[config.mk]
export PLATFORM = sky130hd
export DESIGN_NAME = av2_deblock_edge_filter
export DESIGN_NICKNAME = d
export VERILOG_FILES = /design/src/rtl/av2_deblock_edge_filter.sv
export SDC_FILE = /design/constraint.sdc
export NUM_CORES = 2
export LEC_CHECK = 0
export ABC_AREA = 1
export CAP_MARGIN = 5
export CORE_ASPECT_RATIO = 0.9
export CORE_MARGIN = 5
export CORE_UTILIZATION = 45
export DETAILED_ROUTE_END_ITERATION = 6
export SYNTH_ARGS = -nofsm -noshare
export SYNTH_HDL_FRONTEND = slang
export SYNTH_HIERARCHICAL = 1
export SYNTH_SLANG_ARGS = --single-unit
[constraint.sdc]
create_clock -name clk -period 24.4 [get_ports clk]
set_input_delay 3.66 -clock clk [delete_from_list [all_inputs] [get_ports clk]]
set_output_delay 3.66 -clock clk [all_outputs]
set_load 0.005 [all_outputs]
[src/rtl/av2_deblock_edge_filter.sv]
// AV2 narrow (filter4) deblocking core: LANES edge lines per beat, 2-stage pipeline,
// valid/ready on both sides, start/done job framing with a saturating filtered-lane count.

module av2_deblock_edge_filter_lane #(
  parameter int PIX_W = 10,
  parameter int W     = PIX_W + 4
) (
  input  logic               clk,
  input  logic               rst_n,
  input  logic               en,
  input  logic               bypass,
  input  logic [W-1:0]       lim,
  input  logic [W-1:0]       blim,
  input  logic [W-1:0]       thr,
  input  logic [4*PIX_W-1:0] pix_in,
  output logic [4*PIX_W-1:0] pix_out,
  output logic               flt
);
  localparam logic signed [W-1:0] OFS  = W'(1 << (PIX_W-1));
  localparam logic signed [W-1:0] MAXV = W'((1 << (PIX_W-1)) - 1);
  localparam logic signed [W-1:0] MINV = W'(-(1 << (PIX_W-1)));
  localparam logic signed [W-1:0] C1 = W'(1);
  localparam logic signed [W-1:0] C3 = W'(3);
  localparam logic signed [W-1:0] C4 = W'(4);

  function automatic logic [W-1:0] absd(input logic [PIX_W-1:0] a, input logic [PIX_W-1:0] b);
    return (a > b) ? W'(a - b) : W'(b - a);
  endfunction

  function automatic logic signed [W-1:0] clamp(input logic signed [W-1:0] x);
    if (x > MAXV) return MAXV;
    if (x < MINV) return MINV;
    return x;
  endfunction

  function automatic logic signed [W-1:0] sx(input logic [PIX_W-1:0] x);
    return $signed(W'(x)) - OFS;
  endfunction

  function automatic logic [PIX_W-1:0] ux(input logic signed [W-1:0] x);
    return PIX_W'(x + OFS);
  endfunction

  // S1: edge activity measures
  logic [PIX_W-1:0] p1, p0, q0, q1;
  logic [W-1:0]     dp, dq, d0, d1;
  logic             mask, hev;

  assign {q1, q0, p0, p1} = pix_in;
  assign dp   = absd(p1, p0);
  assign dq   = absd(q1, q0);
  assign d0   = absd(p0, q0);
  assign d1   = absd(p1, q1);
  assign mask = (dp <= lim) && (dq <= lim) && (((d0 << 1) + (d1 >> 1)) <= blim);
  assign hev  = (dp > thr) || (dq > thr);

  logic [4*PIX_W-1:0] s1_pix;
  logic               s1_flt, s1_hev;

  always_ff @(posedge clk or negedge rst_n) begin
    if (!rst_n) begin
      s1_pix <= '0;
      s1_flt <= 1'b0;
      s1_hev <= 1'b0;
    end else if (en) begin
      s1_pix <= pix_in;
      s1_flt <= mask && !bypass;
      s1_hev <= hev;
    end
  end

  // S2: filter4 in the signed (offset-removed) domain
  logic signed [W-1:0] sp1, sp0, sq0, sq1, d3, f0, f, f1, f2, g;
  logic [4*PIX_W-1:0]  filt;

  always_comb begin
    sp1  = sx(s1_pix[PIX_W-1:0]);
    sp0  = sx(s1_pix[2*PIX_W-1:PIX_W]);
    sq0  = sx(s1_pix[3*PIX_W-1:2*PIX_W]);
    sq1  = sx(s1_pix[4*PIX_W-1:3*PIX_W]);
    d3   = sq0 - sp0;
    f0   = s1_hev ? clamp(sp1 - sq1) : '0;
    f    = clamp(f0 + d3 + d3 + d3);
    f1   = clamp(f + C4) >>> 3;
    f2   = clamp(f + C3) >>> 3;
    g    = (f1 + C1) >>> 1;
    filt = s1_pix;
    filt[3*PIX_W-1:2*PIX_W] = ux(clamp(sq0 - f1));
    filt[2*PIX_W-1:PIX_W]   = ux(clamp(sp0 + f2));
    if (!s1_hev) begin
      filt[4*PIX_W-1:3*PIX_W] = ux(clamp(sq1 - g));
      filt[PIX_W-1:0]         = ux(clamp(sp1 + g));
    end
  end

  always_ff @(posedge clk or negedge rst_n) begin
    if (!rst_n) begin
      pix_out <= '0;
      flt     <= 1'b0;
    end else if (en) begin
      pix_out <= s1_flt ? filt : s1_pix;
      flt     <= s1_flt;
    end
  end
endmodule

module av2_deblock_edge_filter #(
  parameter int PIX_W = 10,
  parameter int LANES = 4,
  parameter int CNT_W = 16
) (
  input  logic                     clk,
  input  logic                     rst_n,
  input  logic                     start,
  input  logic [CNT_W-1:0]         num_beats,
  input  logic [5:0]               filter_level,
  input  logic [2:0]               sharpness,
  input  logic                     s_valid,
  output logic                     s_ready,
  input  logic [LANES*4*PIX_W-1:0] s_pix,
  output logic                     m_valid,
  input  logic                     m_ready,
  output logic [LANES*4*PIX_W-1:0] m_pix,
  output logic                     busy,
  output logic                     done,
  output logic [CNT_W-1:0]         filt_cnt
);
  localparam int W      = PIX_W + 4;
  localparam int QW     = 4 * PIX_W;
  localparam int STAGES = 2;

  logic [5:0]        level;
  logic [2:0]        sh;
  logic [CNT_W-1:0]  nb, in_cnt, out_cnt;
  logic [STAGES:1]   vld_pipe;
  logic [LANES-1:0]  flt;
  logic              stall, acc, out_hs, start_ok;

  assign stall    = vld_pipe[STAGES] && !m_ready;
  assign s_ready  = busy && (in_cnt < nb) && !stall;
  assign acc      = s_valid && s_ready;
  assign m_valid  = vld_pipe[STAGES];
  assign out_hs   = m_valid && m_ready;
  assign start_ok = start && !busy && !done;

  // Thresholds derived in the 8-bit domain, then scaled to PIX_W
  logic [1:0]   shamt;
  logic [7:0]   lim8, blim8, thr8;
  logic [W-1:0] lim, blim, thr;

  always_comb begin
    shamt = 2'(sh != 3'd0) + 2'(sh > 3'd4);
    lim8  = {2'b0, level} >> shamt;
    if (sh != 3'd0 && lim8 > (8'd9 - 8'(sh))) lim8 = 8'd9 - 8'(sh);
    if (lim8 == 8'd0) lim8 = 8'd1;
    blim8 = (({2'b0, level} + 8'd2) << 1) + lim8;
    thr8  = {2'b0, level} >> 4;
  end

  assign lim  = W'(lim8)  << (PIX_W - 8);
  assign blim = W'(blim8) << (PIX_W - 8);
  assign thr  = W'(thr8)  << (PIX_W - 8);

  for (genvar i = 0; i < LANES; i++) begin : g_lane
    av2_deblock_edge_filter_lane #(.PIX_W(PIX_W)) u_lane (
      .clk     (clk),
      .rst_n   (rst_n),
      .en      (!stall),
      .bypass  (level == 6'd0),
      .lim     (lim),
      .blim    (blim),
      .thr     (thr),
      .pix_in  (s_pix[i*QW +: QW]),
      .pix_out (m_pix[i*QW +: QW]),
      .flt     (flt[i])
    );
  end

  logic [CNT_W:0]   fsum;
  logic [CNT_W-1:0] filt_next;

  always_comb begin
    fsum = {1'b0, filt_cnt};
    for (int i = 0; i < LANES; i++) fsum = fsum + (CNT_W+1)'(flt[i]);
    filt_next = fsum[CNT_W] ? '1 : fsum[CNT_W-1:0];
  end

  always_ff @(posedge clk or negedge rst_n) begin
    if (!rst_n) begin
      vld_pipe <= '0;
      busy     <= 1'b0;
      done     <= 1'b0;
      level    <= '0;
      sh       <= '0;
      nb       <= '0;
      in_cnt   <= '0;
      out_cnt  <= '0;
      filt_cnt <= '0;
    end else begin
      if (!stall) vld_pipe <= {vld_pipe[STAGES-1:1], acc};
      done <= 1'b0;
      if (start_ok) begin
        level    <= filter_level;
        sh       <= sharpness;
        nb       <= num_beats;
        in_cnt   <= '0;
        out_cnt  <= '0;
        filt_cnt <= '0;
        busy     <= (num_beats != '0);
        done     <= (num_beats == '0);
      end else if (busy) begin
        if (acc) in_cnt <= in_cnt + CNT_W'(1);
        if (out_hs) begin
          out_cnt  <= out_cnt + CNT_W'(1);
          filt_cnt <= filt_next;
          // last output of the job closes it
          if (out_cnt == nb - CNT_W'(1)) begin
            busy <= 1'b0;
            done <= 1'b1;
          end
        end
      end
    end
  end
endmodule
Word level (Yosys, flattened, before mapping)
Index checks and enable logic that the tools add are counted.

cells by class
  add/sub/neg operators = 127
  multipliers = 0
  divide/modulo/power cells = 0
  $lt $le $gt $ge = 103
  equal/unequal tests = 1
  shifts and indexed selects = 1
  muxes and demuxes = 300
  bitwise operators = 0
  reduce and logical (&&, ||, !) cells = 39

operators by type and width
  kind                    count
  $mux 14                 80
  $mux 10                 80
  $sub 10x10->11          32
  $gt 14x10->1 const B    16
  $lt 14x10->1 const B    16
  $gt 12x10->1 const B    16
  $lt 12x10->1 const B    16
  $sub 11x11->12          16
  $sub 10x10->11 const B  16
  $add 14x14->14          12
  $le 14x10->1            12
  $add 10x10->10 const B  16
  $gt 10x10->1            16
  $mux 16                 10
  $mux 40                 4
  $mux 1                  120
  $gt 14x4->1             8
  $add 11x11->12          8
  $add 14x13->14          4
  $add 14x3->14 const B   4
  $add 14x4->14 const B   4
  $mux 13                 4
  $add 17x1->17           3
  $add 11x2->12 const B   4
  23 further kinds        54

storage, ports and cells
  bits in registers = 409
  latch bits = 0
  memory bits (writable) = 0
  ROM bits = 0
  input bits = 190
  output and inout port bits = 180
  word-level logic and storage cells = 600
  memories = 0

Depth between registers and ports, before layout
  depth in word-level cells = 35
  mapped depth = 71
  mapped depth without buffers = 70

Modules after synthesis
The synthesis kept the hierarchy.

modules (own cells, without submodules)
  module                                           instances  cells each  area an instance (µm²)  sequential area each (µm²)
  av2_deblock_edge_filter_lane (g_lane[0].u_lane)  1          2,034       13,952.1                2,077.0
  av2_deblock_edge_filter_lane (g_lane[1].u_lane)  1          2,034       13,818.3                2,077.0
  av2_deblock_edge_filter_lane (g_lane[2].u_lane)  1          2,027       13,812.0                2,077.0
  av2_deblock_edge_filter_lane (g_lane[3].u_lane)  1          2,019       13,745.7                2,077.0
  av2_deblock_edge_filter                          1          803         5,690.5                 1,926.8

Least setup slack after synthesis
OpenSTA, ideal clock, no wires.

  kind = reg2reg
  start point = register g_lane[3].u_lane.s1_pix[0]
  end point = register g_lane[3].u_lane.pix_out[2]
  setup time = 0.117 ns
  data arrival time = 10.125 ns
  data required time = 24.283 ns
  setup slack = 14.158 ns
  cell stages (with the launch flop) = 63
  path buffers = 1
  period minus slack after synthesis = 10.242 ns
  path through = dfrtp_1 > inv_1 > ha_1 > inv_1 > fa_1 > nand3_1 > nand3_1 > nand2_1 > nand2_1 > or3_1 > ha_1 > clkbuf_1 > inv_1 > nand2_1 > a21oi_1 > fa_1 > ha_1 > fa_1 > (+27 left out) > nand2_1 > inv_1 > nor2_1 > o21bai_1 > a21oi_1 > o21ai_0 > nand2_1 > nand2_1 > a21oi_1 > inv_1 > a21oi_1 > nor2_1 > nor2_1 > xor2_1 > o31ai_1 > o21ai_0 > nand2_1 > nand2_1

on the way
  word-level cells in the longest chain between the ends = 34
  elaborated cells on any way between the ends = 47
  classes of those cells = add/sub (9); order compare (8); mux (30)

RTL lines
  item                          line  RTL
  start, declared               57    logic [4*PIX_W-1:0] s1_pix;
  start signal, assigned        66    s1_pix <= pix_in;
  $sub 10x10->11 (*)            37    return $signed(W'(x)) - OFS;
  $sub 11x11->12                82    f0 = s1_hev ? clamp(sp1 - sq1) : '0;
  $lt 14x10->1                  32    if (x < MINV) return MINV;
  $mux 1 (2 in series)          32
  $mux 14                       33    return x;
  $mux 14                       32
  $mux 14                       82
  $add 14x14->14 (3 in series)  83    f = clamp(f0 + d3 + d3 + d3);
  (+14 left out)                --
  $mux 1 (2 in series)          32
  $mux 1                        90    if (!s1_hev) begin
  $mux 10                       33
  $mux 10 (*)                   32
  $mux 10 (*)                   90
  $add 10x10->10 (*)            41    return PIX_W'(x + OFS);
  $mux 10 (*)                   90
  $mux 40 (*)                   101   pix_out <= s1_flt ? filt : s1_pix;
  end signal, assigned          101
  end, declared                 16    output logic [4*PIX_W-1:0] pix_out,

Every way passes the cells marked *; elsewhere a longest branch is shown, timed or not. The select of a mux whose other input is x is not followed.
A chain may end at the register's enable or synchronous reset.

Worst setup path after layout
Ends and elaborated chain as after synthesis.

==> metrics.md <==
| Metric | Value |
|---|---|
| Nets | around 11000 |
| Hold-fix buffers, CTS | 0 |
| Commonest cells after routing, fill and taps aside | 1963 x nand2_1, 1535 x inv_1, 1011 x ha_1 |
| Max-cap violations | 0 |
| Hold endpoint | g_lane[2].u_lane/pix_out[38] |
| Die area | around 140000 sq um |
| Total grt overflow | 0 |
| Period utilization | between 50% and 60% |
| Num CTS Buffers | between 50 and 60 |
| Filler cells | 13630 |
| Largest net degree at the start of global routing | 138 |
| Vias/cell | 5.390 |
| Reg2Reg Setup Slack | between 10000 and 15000 ps |
| Hold Path Cell Cnt | 2 |
| Clock root cell | clkbuf_16 |
| Final hold violations | 0 |
| P&R area growth vs syn | 12.77% |
| Worst setup margin | 12150 ps |
| Die Span Y | 359.3 um |
| Register area share after synthesis | 16.77% |
| Final setup violating endpoints | 0 |
| Top cell by count, worst path | nand2_1 |
| FF-to-FF End | g_lane[3].u_lane/pix_out[2] |
| Synth cell types | 78 |
| Clk sinks | slightly above 400 |
| HPWL after detailed placement | about 170000 um |
| Worst Hold Class | register to register |
| Commonest non-fill, non-tap cell in the layout | nand2_1 |
| Relative slew margins | between 10% and 20% |
| Drt pass-1 iters | 6 |
| Startpoint types | register |
| Ys flop type | dfrtp_1 |
| Setup bufs post-CTS | 0 |
| Initial antenna violation count | 16 |
| CTS resizes | 0 |
| Starting Density | 45.20% |
| Pre-CTS setup slack | 12400 ps |
| Outcome | complete, no violations |
| Residual DRC | 0 |
| # port buffers | 369 |
| Max Clk Rate | roughly 80 MHz |
| Measured slew at the worst slew-check pin | 1216 ps |
| IO Count | 370 |
| Syn Area/Cell | 6.843 sq um |
| Ys Warns | 6 |
| GP Congestion | 0.9772 |
| Drt wl/cell | 18.73 um |
| Post-synth EDFFs | 0 |
| TritonCTS clock tree | done |
| Crit path required time | around 25000 ps |
| Fraction of registers with async set/reset | between 90% and 100% |
| Hold Startpoint | g_lane[2].u_lane/pix_out[38] |
| Max stage delay on crit path | 790 ps |
| Worst R2R Path Depth | between 60 and 70 |
| Clock transition at the registers of the reported paths | about 80 ps |
| Total GRT Usage | 28.29% |
| Element type at the critical path end | register |
| Total Neg Setup Slack | 0 ps |
| RSZ-0062 raised after global routing | no |
| Number of synthesized register bits | about 410 |
| CP max FO | 9 |
| Rows | 128 |
| Via count | about 60000 |
| Die width | ~400 um |
| Reg2Reg Launch Point | g_lane[3].u_lane/s1_pix[0] |
| CTS max path bufs | 3 |
| Kind of critical path | register to register |
| Via count of the first global-routing pass | 57180 |
| Synthesized area | between 60000 and 70000 sq um |
| First-pass GRT wire length | 324900 um |
| Routed wire length | 209600 um |
| Initial drt markers | 4771 |
| Worst Path Arrival | 12860 ps |
| Final ANT Viol Nets | 0 |
| Layout cell share with drive strength beyond 1 | 4.522% |
| Core Box Area | 135000 sq um |
| Min Tclk post-route | 12250 ps |
| Worst skew pair latency | 690 ps |
| Setup Skew | about 30 ps |
| Max-slew violation count | 0 |
| CTS H-tree lvls | 2 |
| Critical-path cell with the highest stage delay | o31ai_1 |
| Synth Instances | 8917 |
-- synthesized netlist by cell type (all sizes together) (4+ instances only) --
master | count | area [sq um]
a311oi | 5 | 43.79
mux2i | 15 | 150.1
or2 | 82 | 513.0
inv | 1574 | 5913
a2111oi | 11 | 96.34
o221ai | 42 | 367.9
a21o | 50 | 375.4
a211oi | 27 | 202.7
clkinv | 18 | 67.56
a21oi | 822 | 4133
o32ai | 4 | 35.03
fa | 112 | 2242
nor3 | 56 | 315.3
a22oi | 8 | 60.06
a32oi | 9 | 78.83
nor4 | 24 | 150.1
buf | 30 | 201.5
dfrtp | 409 | 10230
nand2 | 2031 | 7879
nand3 | 472 | 2590
o22ai | 7 | 43.79
o31ai | 17 | 157.6
o21a | 23 | 172.7
a221oi | 46 | 402.9
a221o | 11 | 110.1
nand3b | 31 | 252.7
ha | 1011 | 12650
clkbuf | 135 | 508.0
o21bai | 63 | 473.0
xor2 | 277 | 2456
a31oi | 38 | 244.0
nand4 | 105 | 669.4
o41ai | 21 | 247.7
o21ai | 736 | 3710
nor2 | 418 | 1768
o2111ai | 10 | 87.58
o211ai | 51 | 382.9
xnor2 | 95 | 850.8
and2 | 5 | 31.28
-- through the flow --
stage / cell area (sq um) / hold WS, ps / util, % / std cells
6_report: 68810 / 472.6 / 50.97 / 11190
3_3_place_gp: 66870 / 437.7 / 49.53 / 11070
2_1_floorplan: 61440 / 419.8 / - / 9028
5_1_grt: 68810 / 495.8 / 50.96 / 11190
4_1_cts: 68780 / 480.0 / 50.94 / 11170
3_5_place_dp: 66870 / 442.7 / 49.53 / 11070
-- logic make-up after synthesis --
family | after synthesis | synth area share (%)
flip-flops | 409 | 16.77
adder cells (fa/ha/maj) | 1123 | 24.41
other | 1 | 0.006146
buffers and inverters | 1757 | 10.96
AO/OA/AOI/OAI | 2006 | 18.81
multiplexers | 18 | 0.3014
AND/OR/NAND/NOR | 3230 | 23.29
XOR/XNOR | 373 | 5.456
-- registers in the layout (all words and copies together) (netlist names), 6 cells and up --
| register | count |
|---|---|
| filt_cnt | 16 |
| g_lane.u_lane/pix_out | 160 |
| g_lane.u_lane/s1_pix | 160 |
| in_cnt | 16 |
| level | 6 |
| nb | 16 |
| out_cnt | 16 |
-- critical path: cells and delay by family (launching register included) --
kind / cells / cell delay (ps)
compound gates: 13 / 2760
xor+xnor: 3 / 840
fa+ha+maj: 10 / 3590
buf+inv: 10 / 1210
flops: 1 / 410
simple gates: 27 / 3320
-- cell type report --
class	count	area, sq um	share of cell area, %
Multi-Input combinational cell	6862	44520	64.70
Sequential cell	409	10230	14.87
Inverter	1592	5982	8.694
Timing Repair Buffer	389	3861	5.611
Tap cell	1820	2277	3.309
Clock buffer	67	1481	2.153
Clock inverter	35	422.9	0.6146
Antenna cell	13	32.53	0.04728
-- worst max-delay path by stage --
| stage | from | endpoint | slack (ps) |
|---|---|---|---|
| floorplan | g_lane[3].u_lane/s1_pix[0] | g_lane[3].u_lane/pix_out[2] | 14160 |
| global placement | g_lane[3].u_lane/s1_pix[0] | g_lane[3].u_lane/pix_out[33] | 12430 |
| detailed placement | g_lane[3].u_lane/s1_pix[0] | g_lane[3].u_lane/pix_out[33] | 12400 |
| CTS | g_lane[3].u_lane/s1_pix[0] | g_lane[3].u_lane/pix_out[35] | 12320 |
| global route | g_lane[3].u_lane/s1_pix[0] | g_lane[3].u_lane/pix_out[38] | 10910 |
| finish | g_lane[3].u_lane/s1_pix[0] | g_lane[3].u_lane/pix_out[2] | 12150 |
-- layer usage --
metal	track usage (%)	wire length, um	part of all wire, %
met1	39.85	97590	47
met2	44.84	92110	44
met3	3.334	12090	5.8
met4	9.656	7761	3.7
met5	0	13	0.0062
Power is not shown: default switching activity piles up to over one toggle a cycle in this logic, so the estimate is an artifact.
